### src/rtl/wm_pkg.sv
// Shared definitions for the washer controller and its front panel:
// washer state codes, panel FSM states and the panel output bundle.
package wm_pkg;

    // Washer controller state codes as presented on wm_state.
    typedef enum logic [2:0] {
        WM_IDLE       = 3'd0,
        WM_FILL_WATER = 3'd1,
        WM_WASH       = 3'd2,
        WM_DRAIN      = 3'd3,
        WM_RINSE      = 3'd4,
        WM_SPIN       = 3'd5,
        WM_DONE       = 3'd6
    } wm_state_e;

    // Panel FSM states.
    typedef enum logic [2:0] {
        P_IDLE   = 3'd0,
        P_ARMED  = 3'd1,
        P_RUN    = 3'd2,
        P_PAUSED = 3'd3,
        P_DONE   = 3'd4,
        P_FAULT  = 3'd5
    } panel_state_e;

    // Everything the FSM drives; registered as one bundle.
    typedef struct packed {
        logic start;
        logic pause;
        logic door_lock;
        logic led_run;
        logic led_pause;
        logic led_done;
        logic led_fault;
        logic buzzer;
    } panel_out_t;

    // Output levels for a given panel state. buzz_win is high during the
    // first part of P_DONE; lock_hold keeps the door locked in P_FAULT
    // while the supply is still bad.
    function automatic panel_out_t panel_outputs(panel_state_e st,
                                                 logic buzz_win,
                                                 logic lock_hold);
        panel_out_t o;
        o = '0;
        case (st)
            P_ARMED: o.door_lock = 1'b1;
            P_RUN: begin
                o.start     = 1'b1;
                o.door_lock = 1'b1;
                o.led_run   = 1'b1;
            end
            P_PAUSED: begin
                o.start     = 1'b1;
                o.pause     = 1'b1;
                o.door_lock = 1'b1;
                o.led_pause = 1'b1;
            end
            P_DONE: begin
                o.led_done = 1'b1;
                o.buzzer   = buzz_win;
            end
            P_FAULT: begin
                o.led_fault = 1'b1;
                o.door_lock = lock_hold;
            end
            default: o = '0;
        endcase
        return o;
    endfunction

endpackage

### src/rtl/wm_panel_ctrl_if.sv
// Panel signal bundle: raw panel/washer inputs toward the controller and
// command/status levels back out. master = environment, slave = controller.
interface wm_panel_ctrl_if;
    logic       btn_start;
    logic       btn_pause;
    logic       door_sw;
    logic       mains_ok;
    logic [2:0] wm_state;

    logic       start;
    logic       pause;
    logic       door_open;
    logic       power_cut;
    logic       door_lock;
    logic       led_run;
    logic       led_pause;
    logic       led_done;
    logic       led_fault;
    logic       buzzer;

    modport master (
        output btn_start, btn_pause, door_sw, mains_ok, wm_state,
        input  start, pause, door_open, power_cut, door_lock,
               led_run, led_pause, led_done, led_fault, buzzer
    );

    modport slave (
        input  btn_start, btn_pause, door_sw, mains_ok, wm_state,
        output start, pause, door_open, power_cut, door_lock,
               led_run, led_pause, led_done, led_fault, buzzer
    );
endinterface

### src/rtl/wm_debounce.sv
// Two-flop synchronizer followed by a counting debouncer. The output level
// flips only after CYCLES consecutive synchronized samples disagree with it;
// any agreeing sample restarts the count.
module wm_debounce #(
    parameter int   CYCLES      = 4,
    parameter logic RESET_LEVEL = 1'b0
) (
    input  logic clk,
    input  logic reset_n,
    input  logic raw,
    output logic level
);
    localparam int CW = $clog2(CYCLES) + 1;

    logic          sync_q1;
    logic          sync_q2;
    logic [CW-1:0] cnt;

    // Bring the asynchronous raw input into the clk domain.
    // NOTE: sequential state uses non-blocking assignments so each flop
    // samples the pre-edge value of the one before it.
    always_ff @(posedge clk or negedge reset_n) begin
        if (!reset_n) begin
            sync_q1 <= RESET_LEVEL;
            sync_q2 <= RESET_LEVEL;
        end else begin
            sync_q1 <= raw;
            sync_q2 <= sync_q1;
        end
    end

    // Count consecutive disagreeing samples and accept the new level.
    always_ff @(posedge clk or negedge reset_n) begin
        if (!reset_n) begin
            level <= RESET_LEVEL;
            cnt   <= '0;
        end else if (sync_q2 != level) begin
            if (cnt == CW'(CYCLES - 1)) begin
                level <= sync_q2;
                cnt   <= '0;
            end else begin
                cnt <= cnt + CW'(1);
            end
        end else begin
            cnt <= '0;
        end
    end

endmodule

### src/rtl/wm_panel_ctrl.sv
// Washing-machine front panel controller: conditions the raw buttons and
// switches, runs the panel FSM and drives registered commands, LEDs and
// the buzzer.
module wm_panel_ctrl
    import wm_pkg::*;
#(
    parameter int DEBOUNCE_CYCLES = 4,
    parameter int LOCK_SETTLE     = 3,
    parameter int BUZZ_CYCLES     = 8
) (
    input  logic           clk,
    input  logic           reset_n,
    wm_panel_ctrl_if.slave bus
);
    // One dwell counter serves both the lock-settle and buzzer windows.
    localparam int CNT_SPAN = (LOCK_SETTLE > BUZZ_CYCLES) ? LOCK_SETTLE : BUZZ_CYCLES;
    localparam int CW       = $clog2(CNT_SPAN) + 1;

    logic          start_lvl, pause_lvl, door_lvl, mains_lvl;
    logic          start_prev, pause_prev;
    logic          start_evt, pause_evt;
    panel_state_e  state, state_nxt;
    logic [CW-1:0] cnt, cnt_nxt;
    panel_out_t    outs;
    logic          door_open_q, power_cut_q;

    // Buttons come out of reset as "pressed": a button held through reset
    // must first be seen released before a rising edge can count as a press.
    wm_debounce #(.CYCLES(DEBOUNCE_CYCLES), .RESET_LEVEL(1'b1)) u_db_start (
        .clk(clk), .reset_n(reset_n), .raw(bus.btn_start), .level(start_lvl)
    );
    wm_debounce #(.CYCLES(DEBOUNCE_CYCLES), .RESET_LEVEL(1'b1)) u_db_pause (
        .clk(clk), .reset_n(reset_n), .raw(bus.btn_pause), .level(pause_lvl)
    );
    // Door closed and mains good are the safe idle assumptions.
    wm_debounce #(.CYCLES(DEBOUNCE_CYCLES), .RESET_LEVEL(1'b1)) u_db_door (
        .clk(clk), .reset_n(reset_n), .raw(bus.door_sw), .level(door_lvl)
    );
    wm_debounce #(.CYCLES(DEBOUNCE_CYCLES), .RESET_LEVEL(1'b1)) u_db_mains (
        .clk(clk), .reset_n(reset_n), .raw(bus.mains_ok), .level(mains_lvl)
    );

    // Turn debounced button rises into single-cycle press events.
    always_ff @(posedge clk or negedge reset_n) begin
        if (!reset_n) begin
            start_prev <= 1'b1;
            pause_prev <= 1'b1;
            start_evt  <= 1'b0;
            pause_evt  <= 1'b0;
        end else begin
            start_prev <= start_lvl;
            pause_prev <= pause_lvl;
            start_evt  <= start_lvl & ~start_prev;
            pause_evt  <= pause_lvl & ~pause_prev;
        end
    end

    // Next panel state and dwell count; faults outrank every button.
    // NOTE: every variable gets a default before the branches so no latch
    // is inferred on paths that do not assign it.
    always_comb begin
        state_nxt = state;
        cnt_nxt   = '0;
        if (!mains_lvl) begin
            state_nxt = P_FAULT;
        end else begin
            case (state)
                P_IDLE:   if (start_evt && door_lvl) state_nxt = P_ARMED;
                P_ARMED: begin
                    if (!door_lvl)                          state_nxt = P_FAULT;
                    else if (cnt == CW'(LOCK_SETTLE - 1))   state_nxt = P_RUN;
                end
                P_RUN: begin
                    if (!door_lvl)                          state_nxt = P_FAULT;
                    else if (bus.wm_state == WM_DONE)       state_nxt = P_DONE;
                    else if (pause_evt)                     state_nxt = P_PAUSED;
                end
                P_PAUSED: begin
                    if (!door_lvl)                          state_nxt = P_FAULT;
                    else if (start_evt || pause_evt)        state_nxt = P_RUN;
                end
                P_DONE:   if (!door_lvl) state_nxt = P_IDLE;
                P_FAULT:  if (start_evt && door_lvl) state_nxt = P_IDLE;
                default:  state_nxt = P_IDLE;
            endcase
        end
        if (state_nxt == state)
            cnt_nxt = (cnt == '1) ? cnt : cnt + CW'(1);
    end

    // Panel state, dwell counter and all registered outputs.
    always_ff @(posedge clk or negedge reset_n) begin
        if (!reset_n) begin
            state       <= P_IDLE;
            cnt         <= '0;
            outs        <= '0;
            door_open_q <= 1'b0;
            power_cut_q <= 1'b0;
        end else begin
            state       <= state_nxt;
            cnt         <= cnt_nxt;
            outs        <= panel_outputs(state_nxt,
                                         cnt_nxt < CW'(BUZZ_CYCLES),
                                         outs.door_lock & ~mains_lvl);
            door_open_q <= ~door_lvl;
            power_cut_q <= ~mains_lvl;
        end
    end

    assign bus.start     = outs.start;
    assign bus.pause     = outs.pause;
    assign bus.door_lock = outs.door_lock;
    assign bus.led_run   = outs.led_run;
    assign bus.led_pause = outs.led_pause;
    assign bus.led_done  = outs.led_done;
    assign bus.led_fault = outs.led_fault;
    assign bus.buzzer    = outs.buzzer;
    assign bus.door_open = door_open_q;
    assign bus.power_cut = power_cut_q;

endmodule

### src/flat_wrapper.sv
// flat-port wrapper written by rule: the top's interface ports become plain ports
module wm_panel_ctrl_flat import wm_pkg::*;
#(
    parameter int DEBOUNCE_CYCLES = 4,
    parameter int LOCK_SETTLE     = 3,
    parameter int BUZZ_CYCLES     = 8
)
  (clk, reset_n, bus_btn_start, bus_btn_pause, bus_door_sw, bus_mains_ok, bus_wm_state, bus_start, bus_pause, bus_door_open, bus_power_cut, bus_door_lock, bus_led_run, bus_led_pause, bus_led_done, bus_led_fault, bus_buzzer);
  wm_panel_ctrl_if bus_i ();
  input  logic clk;
  input  logic reset_n;
  input wire logic [$bits(bus_i.btn_start)-1:0] bus_btn_start;
  input wire logic [$bits(bus_i.btn_pause)-1:0] bus_btn_pause;
  input wire logic [$bits(bus_i.door_sw)-1:0] bus_door_sw;
  input wire logic [$bits(bus_i.mains_ok)-1:0] bus_mains_ok;
  input wire logic [$bits(bus_i.wm_state)-1:0] bus_wm_state;
  output wire logic [$bits(bus_i.start)-1:0] bus_start;
  output wire logic [$bits(bus_i.pause)-1:0] bus_pause;
  output wire logic [$bits(bus_i.door_open)-1:0] bus_door_open;
  output wire logic [$bits(bus_i.power_cut)-1:0] bus_power_cut;
  output wire logic [$bits(bus_i.door_lock)-1:0] bus_door_lock;
  output wire logic [$bits(bus_i.led_run)-1:0] bus_led_run;
  output wire logic [$bits(bus_i.led_pause)-1:0] bus_led_pause;
  output wire logic [$bits(bus_i.led_done)-1:0] bus_led_done;
  output wire logic [$bits(bus_i.led_fault)-1:0] bus_led_fault;
  output wire logic [$bits(bus_i.buzzer)-1:0] bus_buzzer;
  assign bus_i.btn_start = bus_btn_start;
  assign bus_i.btn_pause = bus_btn_pause;
  assign bus_i.door_sw = bus_door_sw;
  assign bus_i.mains_ok = bus_mains_ok;
  assign bus_i.wm_state = bus_wm_state;
  assign bus_start = bus_i.start;
  assign bus_pause = bus_i.pause;
  assign bus_door_open = bus_i.door_open;
  assign bus_power_cut = bus_i.power_cut;
  assign bus_door_lock = bus_i.door_lock;
  assign bus_led_run = bus_i.led_run;
  assign bus_led_pause = bus_i.led_pause;
  assign bus_led_done = bus_i.led_done;
  assign bus_led_fault = bus_i.led_fault;
  assign bus_buzzer = bus_i.buzzer;
  wm_panel_ctrl #(.DEBOUNCE_CYCLES(DEBOUNCE_CYCLES), .LOCK_SETTLE(LOCK_SETTLE), .BUZZ_CYCLES(BUZZ_CYCLES)) u_core (.clk(clk), .reset_n(reset_n), .bus(bus_i));
endmodule
### config.mk
export PLATFORM = sky130hd
export DESIGN_NAME = wm_panel_ctrl_flat
export DESIGN_NICKNAME = d
export VERILOG_FILES = /design/src/rtl/wm_pkg.sv /design/src/rtl/wm_panel_ctrl_if.sv /design/src/rtl/wm_debounce.sv /design/src/rtl/wm_panel_ctrl.sv /design/src/flat_wrapper.sv
export SDC_FILE = /design/constraint.sdc
export NUM_CORES = 1
export LEC_CHECK = 0
export BUFFER_PORTS_ARGS = -buffer_cell sky130_fd_sc_hd__buf_2
export CELL_PAD_IN_SITES_DETAIL_PLACEMENT = 1
export CELL_PAD_IN_SITES_GLOBAL_PLACEMENT = 1
export CORE_MARGIN = 2
export CORE_UTILIZATION = 35
export DETAILED_ROUTE_END_ITERATION = 10
export HOLD_SLACK_MARGIN = 0.15
export MAX_ROUTING_LAYER = met4
export PLACE_DENSITY = 0.7
export SYNTH_ARGS = -nofsm -noshare
export SYNTH_HDL_FRONTEND = slang
export SYNTH_SLANG_ARGS = --single-unit
### constraint.sdc
create_clock -name clk -period 1.9 [get_ports clk]
set_clock_uncertainty 0.1 [all_clocks]
set_input_delay 0.19 -clock clk [delete_from_list [all_inputs] [get_ports clk]]
set_output_delay 0.19 -clock clk [all_outputs]
set_load 0.01 [all_outputs]
Yosys cells after proc, flatten, opt, wreduce, memory -nomap -nowiden. Cells that the tools add are included.

Register bits after elaboration: 44. Input bits: 9.

Add/subtract/negate cells: 5. $lt $le $gt $ge: 1. Eq/ne operators: 22. Muxes and demuxes: 29. Bitwise operators: 7. Reduce and logical (&&, ||, !) cells: 9.

Operators by type and width (number): two-way mux 3 bit (19); == test 3 x 2 -> 1 bit (second input constant) (8); one-hot mux 3 bit (6 select lines) (1); == test 3 bit (second input constant) (5); adder 3 x 1 -> 3 bit (second input constant) (4); two-way mux 4 bit (2); AND reduction 2 bit (4); == test 3 x 1 -> 1 bit (second input constant) (2); two-way mux 1 bit (6); adder 4 x 1 -> 4 bit (second input constant) (1); == test 4 x 2 -> 1 bit (second input constant) (1); == test 4 bit (second input constant) (1); less-than comparator 4 bit (second input constant) (1); inequality test 1 bit (4); inverter 1 bit (4); AND 1 bit (3); == test 3 bit (1); zero test 3 bit (1); OR reduction 3 bit (1); one-hot mux 1 bit (2 select lines) (1); OR reduction 2 bit (1); logical AND 1 bit (1); logical OR 1 bit (1).

Logic depth before layout (Yosys ltp). Gate-level depths: netlist of the first run.

Word-level depth: 9. Gate-level depth with buffers: 7.

By module. Synthesis of the first run repeated with hierarchy kept, for this count alone.

Cells, all modules: 141. Area, all modules: 1885.6 µm².

By module, submodules not included: wm_panel_ctrl (instances 1, cells an instance 89, area each 1004.7 µm², sequential area each 503.0 µm²); wm_debounce (instances 4, cells an instance 13, area each 220.2 µm², sequential area each 153.9 µm²).

Least setup slack after synthesis of the first run. No wires, ideal clock.

Path type: reg2reg. From: register u_core.cnt[0]. To: register u_core.cnt[1]. Arrival time: 1.510 ns. Slack: 0.159 ns. Cell stages (with the launch flop): 8. Buffers on the path: 1. Period minus slack after synthesis: 1.741 ns. Cell sequence: dfrtp_1 > inv_1 > ha_1 > nor3b_1 > o32a_1 > a31oi_1 > buf_2 > o22ai_1.

Word-level cells in the longest chain between the ends: 7. Elaborated cells between the ends (all ways): 10. Those cells by class: add/sub (1); eq/ne (3); mux (6).

RTL lines: start, declared (RTL line wm_panel_ctrl.sv:23) `logic [CW-1:0] cnt, cnt_nxt;`; start signal, assigned (RTL line wm_panel_ctrl.sv:101) `cnt <= cnt_nxt;`; == test 4 x 2 -> 1 bit (RTL line wm_panel_ctrl.sv:71) `else if (cnt == CW'(LOCK_SETTLE - 1)) state_nxt = P_RUN;`; two-way mux 3 bit (RTL line wm_panel_ctrl.sv:71); two-way mux 3 bit (RTL line wm_panel_ctrl.sv:70) `if (!door_lvl) state_nxt = P_FAULT;`; one-hot mux 3 bit (6 select lines) (RTL line wm_panel_ctrl.sv:67) `case (state)`; two-way mux 3 bit (RTL line wm_panel_ctrl.sv:64) `if (!mains_lvl) begin`; == test 3 bit (RTL line wm_panel_ctrl.sv:87) `if (state_nxt == state)`; two-way mux 4 bit * (RTL line wm_panel_ctrl.sv:87).

Every way passes the cells marked *; elsewhere a longest branch is shown, timed or not. A chain may end at the register's enable or synchronous reset.

Final worst setup path of the first run.
From: register u_core.u_db_door.level. To: register u_core.cnt[1].

Word-level cells in the longest chain between the ends: 6. Elaborated cells between the ends (all ways): 11. Those cells by class: eq/ne (1); mux (9); reduce/logical (1).

RTL lines: start, declared (RTL line wm_debounce.sv:11) `output logic level`; start signal, assigned (RTL line wm_debounce.sv:39) `level <= sync_q2;`; logical AND 1 bit (RTL line wm_panel_ctrl.sv:68, wm_panel_ctrl.sv:83); two-way mux 3 bit (on tied branches) (RTL line wm_panel_ctrl.sv:83, wm_panel_ctrl.sv:68); one-hot mux 3 bit (6 select lines) * (RTL line wm_panel_ctrl.sv:67); two-way mux 3 bit * (RTL line wm_panel_ctrl.sv:64); == test 3 bit * (RTL line wm_panel_ctrl.sv:87); two-way mux 4 bit * (RTL line wm_panel_ctrl.sv:87).

Marked as above.

==> results of run 1 <==
## timing repair
item / CTS / global route
hold endpoints to repair: 34 / 0
pin swaps: 0 / 1
gates resized for setup: 2 / 5
endpoints found under the setup margin: 2 / 7
hold buffers: 5 / 0
setup buffers: 0 / 2
## cell families after synthesis
logic type / Yosys count / share of synthesized area (%)
buf+inv: 10 / 2.55
flops: 44 / 60.0
simple gates: 55 / 19.7
mux: 3 / 1.74
xor+xnor: 5 / 2.35
fa+ha+maj: 6 / 4.03
compound gates: 22 / 9.67
## synth_stat cells (all sizes together), types with 2 or more instances
cell / count
nor4: 2
or3b: 2
or3: 3
o22ai: 4
o32a: 2
o21ai: 4
nand3b: 4
inv: 6
dfrtp: 30
nand2: 5
nand2b: 5
nor3b: 10
dfstp: 14
ha: 6
nand3: 3
nor2b: 6
nor2: 3
buf: 4
mux2: 2
nor3: 3
and3b: 4
xnor2: 5
## path summary, 6_finish.rpt
kind	cells after the start	start	to	slack [ns]
max	4	u_core.u_db_door.level$_DFFE_PN1P_	u_core.cnt[1]$_DFFE_PN0P_	0.04
min in group asynchronous	3	reset_n	u_core.cnt[0]$_DFFE_PN0P_	0.39
min reg2reg	0	u_core.u_db_mains.sync_q1$_DFF_PN1_	u_core.u_db_mains.sync_q2$_DFF_PN1_	0.26
max reg2reg	4	u_core.u_db_door.level$_DFFE_PN1P_	u_core.cnt[1]$_DFFE_PN0P_	0.04
max in group asynchronous	3	reset_n	u_core.u_db_mains.sync_q2$_DFF_PN1_	0.91
min	0	u_core.u_db_mains.sync_q1$_DFF_PN1_	u_core.u_db_mains.sync_q2$_DFF_PN1_	0.26
## final cells by class
type | count | area, um2 | share of cell area [%]
clock buffer | 6 | 72.6 | 3.17
clock inverter | 2 | 35.0 | 1.53
inverter | 6 | 22.5 | 0.984
multi-input combinational | 91 | 738 | 32.2
sequential | 44 | 1120 | 48.9
tap | 70 | 87.6 | 3.83
timing repair buffer | 33 | 215 | 9.40
## registers in the layout (all words and copies together) (netlist names), 3 cells and up
signal / flops
u_core.u_db_door.cnt: 3
u_core.cnt: 4
u_core.state: 3
u_core.u_db_start.cnt: 3
u_core.u_db_pause.cnt: 3
u_core.u_db_mains.cnt: 3
## per-stage QoR
stage	utilization, %	power (mW)	area (um2)	hold slack [ns]
CTS	43.7	3.27	2240	0.259
global route	44.5	3.56	2290	0.268
detailed placement	40.4	2.55	2080	0.198
floorplan	-	2.16	1860	-0.206
finish	44.5	3.31	2290	0.258
global placement	40.4	2.45	2080	0.186
## power by group through the flow
stage | clock [mW] | combinational, mW | sequential, mW
6_report | 0.686 | 1.17 | 1.45
4_1_cts | 0.718 | 1.10 | 1.45
3_3_place_gp | 0 | 1.01 | 1.44
3_5_place_dp | 0 | 1.08 | 1.47
5_1_grt | 0.763 | 1.30 | 1.50
2_1_floorplan | 0 | 0.730 | 1.43
## critical path: stages, from the launching register on
cell and delay, ns:
dfstp_2 0.64, nand2b_1 0.15, a32oi_1 0.19, or4b_1 0.54, o22ai_2 0.16
## layer usage
layer,GRT usage [%],share of wire [%]
met5,-,0
met4,5.36,2.4
met3,3.65,3.0
met2,24.6,51
met1,15.6,44
==> flow_metrics.tcl, run 1 <==
set metrics [dict create \
    synth_area_mm2 0.00186 \
    clock_sinks 44 \
    dr.pass1.iters 4 \
    crit_type "flop to flop" \
    syn_avg_cell_area_um2 12.9 \
    grt_overflow 0 \
    status "finished, final reports clean" \
    first_iter_violations 47 \
    async_reset_ff_share_pct 100 \
    p_per_area_mw_per_mm2 1450 \
    start_kind "flop" \
    max_freq_ghz 0.538 \
    leakage_nw 1.01 \
    yosys-top-cells-area "dfrtp_1, dfstp_2, ha_1, nor3b_1, xnor2_1" \
    dpl.cell_count 237 \
    synth_flop_cell "dfrtp_1" \
    routedWlPerCell_um 15.0 \
    cts_made_buffers 5 \
    final.period_utilization_pct 97.8 \
    ys_seq_area_share_pct 60.0 \
    num-fill-cells 568 \
    coreArea_mm2 0.00514 \
    place_congestion 0.839 \
    synth_warnings 0 \
    grt_pass1_wl_um 6420 \
    insertion_delay_ns 0.29 \
    die_x_um 77.0 \
    rows 26 \
    vias 1255 \
    yosys.area.top_type "dfrtp_1" \
    worst_pin_slew_ns 0.548 \
    drive_gt1_share_pct 34.1 \
    area_growth_syn_to_layout_pct 22.8 \
    hp-class "flop to flop" \
    p_int_mw 2.23 \
    io_buffers 18 \
    routed_wl_um 3780 \
    place_hpwl_um 2720 \
    clk_pin_slew_worst_paths_ns 0.08 \
    crit_fanout 10 \
    fp.dieH_um 77.0 \
    grt_pass1_vias 1371 \
    crit_path_end_kind "flop" \
    p_comb_share_pct 35.4 \
    p_clk_share_pct 20.7 \
    antenna_left 0 \
    final_common_cell "dfrtp_1" \
    synth_top_area_share_pct 40.3 \
    diodes 0 \
    synth.distinct_cells 43 \
    fin_cells 252 \
    arrival_ns 1.97 \
    worst_slack_ns 0.0424 \
    min_period_ns 1.86 \
    final_cell_mix "dfrtp_1, buf_2, dfstp_2" \
    ir_worst_vdd_v 0.000744 \
    fin_tns_setup_ns 0 \
    track_usage_pct 14.2 \
    drc 0 \
    synth_seq_cells 44 \
    p_seq_share_pct 43.9 \
    synth_nets 160 \
    synth_edf_count 0 \
    cts_buffer_depth 2 \
    finalSetupViolCount 0 \
    final_nets 196 \
    swShare_pct 32.7 \
    finalHoldViolations 0 \
    maxCapViolations 0 \
    grt_setup_unrepaired "yes" \
    power_switching_mw 1.08 \
    final_max_slew_viol_count 0 \
    clockRootBuffer "clkbuf_8" \
    synthCells 145 \
    viasPerCell 4.98 \
    grt_max_degree 45 \
    critPathRequiredTime_ns 2.02 \
    htree_levels 2 \
    antenna_found_initial 0 \
    dieArea_mm2 0.00593 \
    cts_tree "yes" \
    initial_core_util_pct 36.3 \
    max-slew-margin-rel_pct 63.5 \
    dp_slack_ns 0.00323 \
    pin_count 19 \
]
Note: power is estimated with default switching activity, not from simulation.
==> run 2, diff against run 1 <==
--- a/config.mk
+++ b/config.mk
@@ -11,6 +11,7 @@
 export CORE_MARGIN = 2
 export CORE_UTILIZATION = 35
 export DETAILED_ROUTE_END_ITERATION = 10
+export GPL_TIMING_DRIVEN = 0
 export HOLD_SLACK_MARGIN = 0.15
 export MAX_ROUTING_LAYER = met4
 export PLACE_DENSITY = 0.7
==> flow_metrics.tcl, run 2 (synthesis results as in run 1) <==
set metrics [dict create \
    largest-register "u_core.cnt" \
    clockRootBuffer "clkbuf_8" \
    cp_slowest_cell "dfrtp_1" \
    final_common_cell "dfrtp_1" \
    met3RoutedLength_um 109 \
    ir_worst_vdd_v 0.000698 \
    first_iter_violations 22 \
    holdWs_ns 0.258 \
    reg2reg_slack_ns 0.05 \
    dieArea_mm2 0.00593 \
    die_x_um 77.0 \
    final_max_slew_viol_count 0 \
    critPathRequiredTime_ns 1.98 \
    antenna_found_initial 0 \
    fin_util_pct 46.1 \
    cp_cell_sequence "inv_1 -> ha_2 -> nor3b_4 -> o32a_1 -> a31oi_4 -> buf_4 -> o32a_1" \
    crit_fanout 3 \
    grt_max_degree 45 \
    max-slew-margin-rel_pct 38.1 \
    maxCapViolations 0 \
    diodes 0 \
    min_from "u_core.u_db_start.sync_q1$_DFF_PN1_" \
    start_kind "flop" \
    cts_buffer_depth 2 \
    track_usage_pct 13.6 \
    grt_overflow 0 \
    finalPower_mw 3.48 \
    grt_setup_unrepaired "yes" \
    htree_levels 2 \
    final_nets 195 \
    finalHoldViolations 0 \
    worst_pin_slew_ns 0.929 \
    area_growth_syn_to_layout_pct 27.0 \
    vias 1253 \
    initial_core_util_pct 36.3 \
    cts_tree "yes" \
    grt_pass1_wl_um 6220 \
    finalSetupViolCount 0 \
    fin_tns_setup_ns 0 \
    crit_top_cell "o32a_1" \
    place_congestion 0.902 \
    crit_type "flop to flop" \
    min_to "u_core.u_db_start.sync_q2$_DFF_PN1_" \
    coreArea_mm2 0.00514 \
    viasPerCell 4.99 \
    design_area_mm2 0.00237 \
    min_period_ns 1.85 \
    crit_path_end_kind "flop" \
    r2r_start "u_core.cnt[0]$_DFFE_PN0P_" \
    p_per_area_mw_per_mm2 1470 \
    worstHoldPathCells 0 \
    leakage_nw 1.02 \
    wl_met2_um 2010 \
    status "finished, final reports clean" \
    dpl_cell_area_mm2 0.00204 \
    clk_pin_slew_worst_paths_ns 0.09 \
    met1Wirelength_um 1690 \
    cp_slowest_stage_delay_ns 0.39 \
    antenna_left 0 \
    routed_wl_um 3830 \
    final_cell_mix "dfrtp_1, buf_2, dfstp_2" \
    pin_count 19 \
    critPathTopFamily "compound AO/OA/AOI/OAI gates" \
    grt_pass1_vias 1292 \
    insertion_delay_ns 0.30 \
    max_freq_ghz 0.541 \
    dr.pass1.iters 4 \
    rows 26 \
    worst-path-buf-inv 2 \
    top_layer_used "met4" \
    arrival_ns 1.93 \
    cts_made_buffers 5 \
    drive_gt1_share_pct 37.0 \
    drc 0 \
    final.period_utilization_pct 97.3 \
    hp-class "flop to flop" \
    io_buffers 18 \
    r2r_cells 7 \
    clock_sinks 44 \
    place_hpwl_um 2530 \
    fp.dieH_um 77.0 \
    r2r_end "u_core.bus.door_lock$_DFF_PN0_" \
    routedWlPerCell_um 15.3 \
    largest_reg_flops 4 \
]
==> run 2: worst max path at each step <==
stage,start,endpoint,slack [ns],cells past startpoint
2_1_floorplan,u_core.cnt[0]$_DFFE_PN0P_,u_core.cnt[1]$_DFFE_PN0P_,0.16,7
3_3_place_gp,u_core.cnt[0]$_DFFE_PN0P_,u_core.state[0]$_DFF_PN0_,-0.06,7
3_5_place_dp,u_core.cnt[0]$_DFFE_PN0P_,u_core.cnt[2]$_DFFE_PN0P_,-0.10,7
4_1_cts,u_core.u_db_door.level$_DFFE_PN1P_,u_core.state[0]$_DFF_PN0_,0.005,6
5_1_grt,u_core.cnt[0]$_DFFE_PN0P_,u_core.bus.door_lock$_DFF_PN0_,-0.05,7
6_report,u_core.cnt[0]$_DFFE_PN0P_,u_core.bus.door_lock$_DFF_PN0_,0.05,7
==> run 2: through the flow <==
stage               worst slack [ns]  std cells
floorplan                      0.159        145
detailed placement            -0.103        233
global route                 -0.0494        251
finish                        0.0509        251
CTS                          0.00539        249
global placement             -0.0644        233
==> run 2: per-layer routing <==
layer / global-route usage (%) / vias up
li1: - / 596
met1: 16.8 / 634
met2: 21.8 / 20
met3: 3.29 / 3
met4: 4.82 / 0
met5: - / -
==> run 2: layout make-up <==
type	count	area, um2
fill	560	2770
sequential	44	1120
multi-input combinational	91	802
timing repair buffer	28	181
tap	70	87.6
clock buffer	6	82.6
clock inverter	2	38.8
buffer	4	35.0
inverter	6	22.5
==> run 2: timing repair <==
action / in CTS / in global routing
resized for setup: 8 / 15
hold buffers: 5 / 0
setup buffers: 2 / 2
cloned: 1 / 0
pin swaps: 2 / 4
setup endpoints to repair: 11 / 9
endpoints found under the hold margin: 34 / 0
==> run 2: report_power, final <==
| part | internal, mW | switching (mW) | total, mW | leakage [nW] |
|---|---|---|---|---|
| clock | 0.430 | 0.327 | 0.757 | 0.0614 |
| combinational | 0.634 | 0.641 | 1.27 | 0.438 |
| sequential | 1.25 | 0.199 | 1.45 | 0.525 |
| total | 2.31 | 1.17 | 3.48 | 1.02 |
